==> src/rtl/uart_port_tx.sv <==
// Memory-mapped UART transmit port: a small circular byte FIFO feeding an 8N1
// serialiser, with sticky overflow and occupancy readback for the processor.
module uart_port_tx #(
  parameter int CLKS_PER_BIT = 16,
  parameter int FIFO_DEPTH   = 4
) (
  input  logic       clk,
  input  logic       reset,
  input  logic       i_wr_en,
  input  logic [7:0] i_wr_data,
  input  logic       i_clr_ovf,
  output logic       o_tx,
  output logic [3:0] o_status,
  output logic [4:0] o_level
);

  localparam int                PTR_W     = $clog2(FIFO_DEPTH);
  localparam int                BAUD_W    = $clog2(CLKS_PER_BIT);
  localparam logic [BAUD_W-1:0] BAUD_LAST = BAUD_W'(CLKS_PER_BIT - 1);
  localparam logic [4:0]        DEPTH_LVL = 5'(FIFO_DEPTH);

  typedef enum logic [1:0] {
    IDLE,
    START,
    DATA,
    STOP
  } txState_t;

  txState_t          state, stateNext;
  logic [BAUD_W-1:0] baudCnt, baudNext;
  logic [2:0]        bitIdx, bitNext;
  logic [7:0]        shiftReg, shiftNext;
  logic              txReg, txNext;

  logic [7:0]        fifoMem [FIFO_DEPTH];
  logic [PTR_W-1:0]  wrPtr, rdPtr;
  logic [4:0]        level;
  logic              overflow;

  logic isEmpty, isFull, pop, push, ovfSet;

  assign isEmpty = (level == 5'd0);
  assign isFull  = (level == DEPTH_LVL);

  // The serialiser drains the FIFO only from IDLE, so a pop frees a slot in the
  // same cycle and lets a write into a full FIFO through.
  assign pop    = (state == IDLE) && !isEmpty;
  assign push   = i_wr_en && (!isFull || pop);
  assign ovfSet = i_wr_en && isFull && !pop;

  // NOTE: storage array has no reset; pointers and occupancy define validity,
  // and leaving it out keeps the array mappable onto plain RAM/flops.
  always_ff @(posedge clk) begin
    if (push) fifoMem[wrPtr] <= i_wr_data;
  end

  // NOTE: sequential state uses non-blocking assignments so every register
  // samples pre-edge values, independent of statement order.
  always_ff @(posedge clk or negedge reset) begin
    if (!reset) begin
      wrPtr    <= '0;
      rdPtr    <= '0;
      level    <= '0;
      overflow <= 1'b0;
    end else begin
      if (push) wrPtr <= wrPtr + PTR_W'(1);
      if (pop)  rdPtr <= rdPtr + PTR_W'(1);
      case ({push, pop})
        2'b10:   level <= level + 5'd1;
        2'b01:   level <= level - 5'd1;
        default: level <= level;
      endcase
      if (ovfSet)         overflow <= 1'b1;
      else if (i_clr_ovf) overflow <= 1'b0;
    end
  end

  always_ff @(posedge clk or negedge reset) begin
    if (!reset) begin
      state    <= IDLE;
      baudCnt  <= '0;
      bitIdx   <= '0;
      shiftReg <= '0;
      txReg    <= 1'b1;
    end else begin
      state    <= stateNext;
      baudCnt  <= baudNext;
      bitIdx   <= bitNext;
      shiftReg <= shiftNext;
      txReg    <= txNext;
    end
  end

  // txNext is the line level for the state being entered, so o_tx comes
  // straight from a flop and changes on the same edge as the state.
  // NOTE: every output of this block gets a default first, so no path leaves
  // a variable unassigned and no latch is inferred.
  always_comb begin
    stateNext = state;
    baudNext  = baudCnt;
    bitNext   = bitIdx;
    shiftNext = shiftReg;
    txNext    = txReg;
    unique case (state)
      IDLE: begin
        txNext = 1'b1;
        if (!isEmpty) begin
          stateNext = START;
          baudNext  = '0;
          bitNext   = '0;
          shiftNext = fifoMem[rdPtr];
          txNext    = 1'b0;
        end
      end
      START: begin
        if (baudCnt == BAUD_LAST) begin
          stateNext = DATA;
          baudNext  = '0;
          bitNext   = '0;
          txNext    = shiftReg[0];
        end else begin
          baudNext = baudCnt + BAUD_W'(1);
        end
      end
      DATA: begin
        if (baudCnt == BAUD_LAST) begin
          baudNext = '0;
          if (bitIdx == 3'd7) begin
            stateNext = STOP;
            txNext    = 1'b1;
          end else begin
            bitNext = bitIdx + 3'd1;
            txNext  = shiftReg[bitIdx + 3'd1];
          end
        end else begin
          baudNext = baudCnt + BAUD_W'(1);
        end
      end
      STOP: begin
        if (baudCnt == BAUD_LAST) begin
          stateNext = IDLE;
          baudNext  = '0;
        end else begin
          baudNext = baudCnt + BAUD_W'(1);
        end
      end
      default: begin
        stateNext = IDLE;
        txNext    = 1'b1;
      end
    endcase
  end

  assign o_tx     = txReg;
  assign o_status = {state != IDLE, isFull, isEmpty, overflow};
  assign o_level  = level;

endmodule

==> config.mk <==
export PLATFORM = sky130hd
export DESIGN_NAME = uart_port_tx
export DESIGN_NICKNAME = d
export VERILOG_FILES = /design/src/rtl/uart_port_tx.sv
export SDC_FILE = /design/constraint.sdc
export NUM_CORES = 1
export LEC_CHECK = 0
export BUFFER_PORTS_ARGS = -buffer_cell sky130_fd_sc_hd__clkbuf_2
export CORE_MARGIN = 3
export CORE_UTILIZATION = 40
export DETAILED_ROUTE_END_ITERATION = 10
export SYNTH_ARGS = -nofsm -noshare
export SYNTH_HDL_FRONTEND = slang
export SYNTH_SLANG_ARGS = --single-unit
==> constraint.sdc <==
create_clock -name clk -period 2.7 [get_ports clk]
set_input_delay 0.27 -clock clk [delete_from_list [all_inputs] [get_ports clk]]
set_output_delay 0.27 -clock clk [all_outputs]
set_load 0.02 [all_outputs]
==> results of run 1 <==
[registers in the layout, summed over array words and instances, names as in the netlist, 2 cells and up]
register	count
state	2
o_level	5
shiftReg	8
baudCnt	4
fifoMem	32
bitIdx	3
wrPtr	2
rdPtr	2
[layer usage]
metal  global-route usage, %  share of wire (%)
met1                    16.5                 48
met2                    19.5                 47
met3                    3.75                3.2
met4                    5.99                1.6
met5                       0                  0
[worst reg2reg max path: cells and delay by family (launching register included)]
family          cells  cell delay [ps]
buf+inv             1              110
simple gates        1              360
fa+ha+maj           1              420
xor+xnor            1              180
compound gates      3              580
flops               1              470
mux                 1              240
[power groups by stage]
stage | Combinational, mW | Sequential (mW) | Clock, mW
global route | 1.61 | 1.60 | 0.839
CTS | 1.48 | 1.55 | 0.796
floorplan | 1.16 | 1.51 | 0
global placement | 1.44 | 1.56 | 0
detailed placement | 1.47 | 1.57 | 0
finish | 1.46 | 1.55 | 0.777
[per-stage QoR]
step | cells | instance area, um2 | setup slack, ps
after global placement | 301 | 3040 | 339
after CTS | 318 | 3230 | 191
after global routing | 318 | 3240 | 42.7
after floorplan | 189 | 2840 | 281
final | 318 | 3240 | 259
after detailed placement | 301 | 3040 | 230
[how the worst max path moves through the flow]
| stage | cells past startpoint | end | start | slack, ps |
|---|---|---|---|---|
| after floorplan | 10 | o_level[4] | state[0] | 280 |
| after global placement | 8 | o_level[4] | o_level[1] | 340 |
| after detailed placement | 8 | o_level[4] | o_level[1] | 230 |
| after CTS | 8 | o_level[4] | o_level[1] | 190 |
| after global routing | 8 | o_level[4] | o_level[1] | 40 |
| final | 8 | o_level[4] | o_level[1] | 260 |
[placed cells by master (no fill, tap or decap), drive strengths merged, types with 3 or more instances in the layout]
cell	count
edfxtp	32
clkbuf	32
dfrtp	27
ha	15
mux2	12
inv	10
mux4	10
o21ai	9
nand2	8
nor2	7
nand3	6
and2	4
mux2i	4
xnor2	4
a21oi	4
a21o	3
xor2	3
clkinv	3
or4	3
[cell families (layout without fill, tap and decap cells)]
logic type / count (synthesis) / in the layout / share of synthesized area (%)
buffers and inverters: 17 / 50 / 2.91
adders and majority gates: 16 / 16 / 7.31
and+or+nand+nor: 36 / 36 / 7.53
muxes: 26 / 26 / 14.5
AOI/OAI and AO/OA: 27 / 27 / 7.05
xor gates and xnor gates: 7 / 7 / 2.16
DFF: 60 / 60 / 58.5
[what timing repair did]
item                                    CTS  global route
resized for setup                         0             1
hold buffers                              1             0
endpoints found under the setup margin    0             1
hold endpoints to repair                  4             0
[layout make-up]
class	count	area (um2)
sequential	60	1660
inverter	10	37.5
fill	627	3600
tap	96	120
multi-input combinational	112	1100
clock inverter	5	52.6
timing repair buffer	24	130
clock buffer	11	131
==> run metrics, run 1 <==
Util after Layout=47.4%; worst-path cell chain=nor4_2 -> a211o_1 -> inv_1 -> fa_1 -> a21o_1 -> a21oi_1 -> mux2i_1 -> xor2_1; Via Count=1573; leakage component of the power=1.34 nW; count of maximum capacitance violations=0; global route total overflow=0; Worst R2R Start=o_level[1]; post-CTS clock slew at the launch and capture registers of the worst setup and hold paths=70 ps; top cells by count, synth=sky130_fd_sc_hd__edfxtp_1, sky130_fd_sc_hd__dfrtp_1, sky130_fd_sc_hd__ha_1; startpoint types=flop; CTS tree=done; unrepaired setup endpoints after global routing=no; Synth area leaders=sky130_fd_sc_hd__edfxtp_1, sky130_fd_sc_hd__dfrtp_1, sky130_fd_sc_hd__mux4_2; fraction of registers with async set/reset=46.7%; total design power=3.79 mW; ant diodes=0; worst clock skew on the final layout=12.1 ps; layout cells sized above 1=31.5%; Max-slew headroom=50.6%; number of buffers created by CTS=9; antenna-violating nets left=0; relative contribution of sequential cells to total power=40.9%; HPWL after detailed placement=3.21 mm; HP Class=primary input to flop; min-delay src=i_wr_data[3]; number of synthesized flops with an enable pin=32; number of setup violations in the final report=0; root buf cell=sky130_fd_sc_hd__clkbuf_8; die boundary width=90.3 um; capture instance of the worst register-to-register path=o_level[4]; Die Footprint=0.00815 mm2; predominant post-synthesis flop cell=sky130_fd_sc_hd__edfxtp_1; Layout Area Growth over Synthesis=13.9%; Detailed Route WL=4.82 mm; vias per inst=4.95; global placer's final weighted congestion=0.755; flip-flop and latch count after synthesis=60; detail-routed net length per standard cell=15.2 um; final-layout setup total negative slack=0 ps; R2R setup slack=260 ps; WS Path Type=flop to flop; CP bufs+invs=1; internal portion of total power=2.46 mW; largest buffer count on any clock path=2; via count of the first global-routing pass=1604; I/O Buffers=21; Layout Nets=245; critical path's top delay family=compound AO/OA/AOI/OAI gates; delay contributed by the slowest stage of the critical path=470 ps; pin count of the biggest net entering global routing=29; status=complete, no violations; TritonCTS Sinks=60; post-synthesis cell type with the largest combined area=sky130_fd_sc_hd__edfxtp_1; VDD IR-drop max=0.411 mV; share of total power in the clock network=20.5%; post-CTS setup-driven buffer insertion count=0; area of the core=0.00683 mm2; proportion of netlist area held by the largest area contributor=33.8%; drc violations=0; initial antenna violation count=0; worst hold-check slack=150 ps; sequential cell area fraction in the yosys report=58.5%; peak fanout along the critical path=7; Core Rows=30; Top Ports=22; vertical die dimension=90.3 um; number of search-and-repair iterations in the first detailed-routing pass=4; mean cell area of the mapped netlist=15.0 um2; global-route wire length before repair=7.97 mm; type of destination of the critical path=flop; Worst path slowest cell=sky130_fd_sc_hd__dfrtp_1; most frequent cell after synthesis=sky130_fd_sc_hd__edfxtp_1; effective utilization at floorplan=41.6%; end point of the most critical hold path=fifoMem[0][3]; H-tree level count=3; fmax=410 MHz; Comb power frac=38.6%; minimum clock period=2440 ps; Post-Synthesis Cell Area=0.00284 mm2; distinct cell type count after synthesis=47; net switching power figure=1.32 mW; power density over cell area=1170 mW/mm2; clk_lat worst skew=340 ps; depth of the worst register-to-register path=8; total routing usage reported by global routing=12.7%; cell depth of the worst hold path=1; switching part of the total=35.0%; Final Max Slew Viols=0; required time worst endpoint=2950 ps; crit share post-route=90.4%; post-synthesis cell count=189; number of design-rule violations left by the first detailed-router iteration=59; Data arrival, critical path=2690 ps; actual slew at the worst max-slew pin=741 ps; YS warnings=0; number of nets produced by synthesis=217; number of failing hold endpoints at the final stage=0
Note: power is estimated with default switching activity, not from simulation.
==> run 2: changes to the inputs <==
clock period = 2.48 ns   (was 2.7 ns; I/O delays follow)
==> run 2 against run 1 <==
Effect of this change: fmax up 4.3%; power up 20%; non-clock buffer count up 4; register-to-register slack worse by 120 ps; via count up 2.6%; first-iteration DRC count up 17%; utilization up 1.8 points; combinational power up 14%; global-route usage up 0.79 points; critical path depth unchanged; flip-flop and latch count unchanged; cell area up 3.8%; critical endpoint unchanged; largest power group is now combinational logic; highest routed layer unchanged.
==> run metrics, run 2 (synthesized netlist as in run 1, its figures left out) <==
type of destination of the critical path=flop; CTS tree=done; R2R setup slack=140 ps (-120 ps); detail-routed net length per standard cell=15.3 um (+0.74%); vertical die dimension=90.3 um (unchanged); Final Max Slew Viols=0 (unchanged); cell depth of the worst hold path=1 (unchanged); largest register by flop count=fifoMem; drc violations=0 (unchanged); I/O Buffers=21 (unchanged); end point of the most critical hold path=fifoMem[0][6]; leading cell types in the layout, fill and taps excluded=sky130_fd_sc_hd__edfxtp_1, sky130_fd_sc_hd__dfrtp_1, sky130_fd_sc_hd__clkbuf_2; Layout Area Growth over Synthesis=18.2%; largest buffer count on any clock path=2 (unchanged); post-CTS clock slew at the launch and capture registers of the worst setup and hold paths=70 ps (about the same); Data arrival, critical path=2610 ps (-80 ps); capture instance of the worst register-to-register path=o_level[4]; peak fanout along the critical path=5 (-2); met2 wirelength from detailed routing=2.44 mm (+7.4%); clk_lat worst skew=340 ps (about the same); required time worst endpoint=2750 ps (-200 ps); antenna-violating nets left=0 (unchanged); Core Rows=30 (unchanged); VDD IR-drop max=0.519 mV (+26%); count of maximum capacitance violations=0 (unchanged); HP Class=primary input to flop; worst clock skew on the final layout=9.31 ps (-2.78 ps); global route total overflow=0 (unchanged); number of failing hold endpoints at the final stage=0 (unchanged); status=complete, no violations; global-route wire length before repair=8.33 mm (+4.5%); layout cells sized above 1=33.6% (+2.1 points); min-delay src=i_wr_data[6]; area of the core=0.00683 mm2 (unchanged); pin count of the biggest net entering global routing=29 (unchanged); startpoint types=flop; via count of the first global-routing pass=1671 (+4.2%); total routing usage reported by global routing=13.5% (+0.79 points); H-tree level count=3 (unchanged); Max-slew headroom=51.2% (+0.58 points); Die Footprint=0.00815 mm2 (unchanged); TritonCTS Sinks=60 (unchanged); routed length on met3=178 um (+14%); number of search-and-repair iterations in the first detailed-routing pass=4 (unchanged); WS Path Type=flop to flop; depth of the worst register-to-register path=8 (unchanged); start point of the critical path=o_level[4]; Top Ports=22 (unchanged); number of design-rule violations left by the first detailed-router iteration=69 (+17%); die boundary width=90.3 um (unchanged); ant diodes=0 (unchanged); M1 WL=2.18 mm (-5.7%); power density over cell area=1350 mW/mm2 (+16%); worst hold-check slack=123 ps (-27.4 ps); initial antenna violation count=0 (unchanged); final-layout setup total negative slack=0 ps (unchanged); fmax=427 MHz (+4.3%); root buf cell=sky130_fd_sc_hd__clkbuf_8; number of setup violations in the final report=0 (unchanged); effective utilization at floorplan=41.6% (unchanged); Worst R2R Start=o_level[4]; global placer's final weighted congestion=0.799 (+5.7%); number of flip-flops in the largest register=32 (unchanged); Layout Nets=249 (+1.6%); leading cell type in the layout, fill and taps excluded=sky130_fd_sc_hd__edfxtp_1; Via Count=1614 (+2.6%); vias per inst=5.01 (+1.3%); minimum clock period=2340 ps (-101 ps); crit share post-route=94.3% (+3.9 points); number of buffers created by CTS=9 (unchanged); unrepaired setup endpoints after global routing=no; Detailed Route WL=4.92 mm (+2.0%); top layer used by detailed routing=met4; HPWL after detailed placement=3.31 mm (+3.0%); leakage component of the power=1.40 nW (+4.6%); actual slew at the worst max-slew pin=732 ps (-8.76 ps)
==> run 2: area by class of cell <==
class                      count  area, um2
fill                         595       3470
multi-input combinational    112       1100
tap                           96        120
clock buffer                  12        155
sequential                    60       1660
inverter                      10       37.5
clock inverter                 4        120
timing repair buffer          28        160
==> run 2: how the worst max path moves through the flow <==
stage,endpoint,slack (ps),depth (start not counted)
after global routing,o_level[4],40,10
after CTS,o_level[4],60,8
after global placement,o_level[4],180,8
final,o_level[4],140,8
after floorplan,o_level[4],60,10
after detailed placement,o_level[4],80,8
==> run 2: critical path, stage by stage, from the launching register on <==
cell,delay (ps)
sky130_fd_sc_hd__dfrtp_1,440
sky130_fd_sc_hd__nor4_2,340
sky130_fd_sc_hd__a211o_1,230
sky130_fd_sc_hd__inv_2,80
sky130_fd_sc_hd__fa_1,400
sky130_fd_sc_hd__a21o_1,190
sky130_fd_sc_hd__a21oi_1,180
sky130_fd_sc_hd__mux2i_1,230
sky130_fd_sc_hd__xor2_1,160
==> run 2: power breakdown <==
group	internal (mW)	leakage, nW	switching (mW)
registers	1.39	0.632	0.265
logic	0.863	0.633	0.809
clock network	0.825	0.137	0.390
==> run 2: stage by stage <==
step                      instances  setup slack, ps  instance area [um2]  utilization [%]  power, mW
after detailed placement        305             79.5                 3070             44.9       3.36
after global placement          305              179                 3070             44.9       3.31
after floorplan                 189             61.0                 2840                -       2.90
final                           322              140                 3360             49.1       4.54
after CTS                       322             55.5                 3350             49.0       4.59
after global routing            322             35.3                 3360             49.1       4.84
==> run 2: per-layer routing <==
| metal | track usage (%) | up-vias |
|---|---|---|
| li1 | - | 776 |
| met1 | 15.6 | 806 |
| met2 | 21.7 | 22 |
| met3 | 4.67 | 10 |
| met4 | 7.78 | 0 |
| met5 | 0 | - |
==> run 2: repair_timing <==
| item | CTS | global route |
|---|---|---|
| gates resized for setup | 0 | 2 |
| hold endpoints to repair | 27 | 0 |
| hold buffers | 1 | 0 |
| buffers inserted | 0 | 0 |
| endpoints found under the setup margin | 0 | 1 |
==> run 3: changes to the inputs <==
ABC_AREA = 1   (was not set)
==> run 3 against run 2 <==
Effect of this change: clock power fell by 35%; setup slack improved by 140 ps; via count rose by 20%; die area rose by 1.1%; final cell count rose by 28%; highest routed layer unchanged.
==> run metrics, run 3 <==
status=complete, no violations; global placer's final weighted congestion=0.764 (-4.4%); Detailed Route WL=5.23 mm (+6.4%); effective utilization at floorplan=41.8% (+0.26 points); HP Class=primary input to flop; type of destination of the critical path=flop; CTS tree=done; drc violations=0 (unchanged); Die Footprint=0.00824 mm2 (+1.1%); R2R setup slack=280 ps (+140 ps); Data arrival, critical path=2440 ps (-170 ps); peak fanout along the critical path=5 (unchanged); ant diodes=0 (unchanged); unrepaired setup endpoints after global routing=no; final-layout fill cell count=643 (+8.1%); fmax=454 MHz (+6.2%); VDD IR-drop max=0.524 mV (+0.97%); Layout Area Growth over Synthesis=14.2%; count of maximum capacitance violations=0 (unchanged); detail-routed net length per standard cell=12.7 um (-17%); end point of the most critical hold path=overflow; number of buffers created by CTS=9 (unchanged); Post-Synthesis Cell Area=0.00287 mm2 (+1.2%); global route total overflow=0 (unchanged); post-CTS clock slew at the launch and capture registers of the worst setup and hold paths=70 ps (about the same); flip-flop and latch count after synthesis=60 (unchanged); global-route wire length before repair=8.51 mm (+2.1%); required time worst endpoint=2720 ps (-30 ps); total design power=2.61 mW (-43%); Worst R2R Start=o_level[0]; power density over cell area=796 mW/mm2 (-41%); min-delay src=i_clr_ovf; root buf cell=sky130_fd_sc_hd__clkbuf_8; worst clock skew on the final layout=11.3 ps (+2.02 ps); pin count of the biggest net entering global routing=29 (unchanged); delay contributed by the slowest stage of the critical path=460 ps (+20 ps); number of flip-flops in the largest register=32 (unchanged); startpoint types=flop; actual slew at the worst max-slew pin=717 ps (-15.3 ps); post-CTS setup-driven buffer insertion count=0 (unchanged); post-synthesis cell count=279 (+48%); area of the core=0.00687 mm2 (+0.55%); number of placed cells counting well taps=394 (+29%); Worst path slowest cell=sky130_fd_sc_hd__dfrtp_1; initial antenna violation count=0 (unchanged); Max-slew headroom=52.2% (+1.0 points); fraction of registers with async set/reset=46.7% (unchanged); Final Max Slew Viols=0 (unchanged); Via Count=1931 (+20%); most frequent cell after synthesis=sky130_fd_sc_hd__nor2_1; filler-free cell count of the finished design=411 (+28%); I/O Buffers=21 (unchanged); worst-path cell chain=nor2_1 -> nand3_2 -> nand2_2 -> inv_2 -> nand2_4 -> inv_1 -> fa_1 -> nand3_1 -> nand3_1 -> nand2_2 -> nand3_1 -> nand2_1 -> inv_1; total routing usage reported by global routing=13.5% (+0.020 points); vias per inst=4.70 (-6.3%); distinct cell type count after synthesis=32 (-32%); Synth area leaders=sky130_fd_sc_hd__edfxtp_1, sky130_fd_sc_hd__dfrtp_1, sky130_fd_sc_hd__ha_1; cell depth of the worst hold path=2 (+1); YS warnings=0 (unchanged); largest register by flop count=fifoMem; number of nets produced by synthesis=307 (+41%); leading cell types in the layout, fill and taps excluded=sky130_fd_sc_hd__nor2_1, sky130_fd_sc_hd__inv_1, sky130_fd_sc_hd__nand2_1; largest buffer count on any clock path=2 (unchanged); minimum clock period=2200 ps (-136 ps); WS Path Type=flop to flop; cell seen most often among critical-path stages=sky130_fd_sc_hd__nand3_1; top cells by count, synth=sky130_fd_sc_hd__nor2_1, sky130_fd_sc_hd__inv_1, sky130_fd_sc_hd__nand2_1; number of search-and-repair iterations in the first detailed-routing pass=4 (unchanged); crit share post-route=88.8% (-5.5 points); sequential cell area fraction in the yosys report=57.9% (-0.69 points); Util after Layout=47.8% (-1.4 points); predominant post-synthesis flop cell=sky130_fd_sc_hd__edfxtp_1; proportion of netlist area held by the largest area contributor=33.4% (-0.40 points); depth of the worst register-to-register path=13 (+5); clk_lat worst skew=350 ps (about the same); die boundary width=90.8 um (+0.55%); mean cell area of the mapped netlist=10.3 um2 (-31%); number of design-rule violations left by the first detailed-router iteration=65 (-5.8%); final-layout setup total negative slack=0 ps (unchanged); number of setup violations in the final report=0 (unchanged); H-tree level count=3 (unchanged); vertical die dimension=90.8 um (+0.55%); Top Ports=22 (unchanged); antenna-violating nets left=0 (unchanged); layout cells sized above 1=18.1% (-16 points); Layout Nets=338 (+36%); leakage component of the power=1.49 nW (+6.5%); number of failing hold endpoints at the final stage=0 (unchanged); Core Rows=30 (unchanged); TritonCTS Sinks=60 (unchanged); via count of the first global-routing pass=1774 (+6.2%); post-synthesis cell type with the largest combined area=sky130_fd_sc_hd__edfxtp_1; number of synthesized flops with an enable pin=32 (unchanged); capture instance of the worst register-to-register path=o_level[4]; leading cell type in the layout, fill and taps excluded=sky130_fd_sc_hd__nor2_1; HPWL after detailed placement=3.59 mm (+8.3%)
## run 3: worst max-delay path by stage
stage | from | to | slack [ps] | cells after the start
floorplan | o_level[1] | o_level[4] | 350 | 13
global placement | o_level[0] | o_level[4] | 360 | 13
finish | o_level[0] | o_level[4] | 280 | 13
CTS | o_level[0] | o_level[4] | 260 | 13
detailed placement | o_level[0] | o_level[4] | 290 | 13
global route | state[0] | o_level[4] | 90 | 13
## run 3: critical path, delay by kind of cell (launching register included)
family | cells | cell delay, ps
buffers and inverters | 3 | 190
and+or+nand+nor | 9 | 1010
DFF | 1 | 460
adders and majority gates | 1 | 410
## run 3: final cells by class
class                           instances  area [um2]  share of cell area (%)
Timing Repair Buffer                   28         160                    4.88
Inverter                               36         135                    4.12
Clock inverter                          7        56.3                    1.72
Multi-Input combinational cell        175        1020                    31.2
Sequential cell                        60        1660                    50.7
Clock buffer                            9         124                    3.77
Tap cell                               96         120                    3.66
## run 3: power breakdown
| part | internal (mW) | switching (mW) |
|---|---|---|
| sequential | 1.22 | 0.0899 |
| clock | 0.373 | 0.416 |
| combinational | 0.181 | 0.329 |
## run 3: cells by family after synthesis
group / Yosys count / synth area share, %
buffers and inverters: 44 / 6.53
adders and majority gates: 16 / 7.23
AOI/OAI and AO/OA: 54 / 10.8
DFF: 60 / 57.9
xor gates and xnor gates: 6 / 1.83
and+or+nand+nor: 99 / 15.8
## run 3: what timing repair did
action,4_1_cts,5_1_grt
hold endpoints to repair,27,0
hold buffers,1,0
gates resized for setup,0,0
## run 3: per-layer routing
layer	GRT usage (%)	wire, um	share of wire [%]
met5	0	0	0
met2	20.8	2460	47
met3	5.17	202	3.9
met4	5.74	80	1.5
met1	16.9	2490	48
## run 3: metrics by stage
step                      hold WS [ps]  setup slack (ps)  instance area [um2]
after floorplan                  -47.6               353                 2870
after global placement             339               359                 3090
after detailed placement           345               289                 3090
after CTS                         96.2               265                 3280
after global routing              96.2              94.7                 3280
final                              108               277                 3280
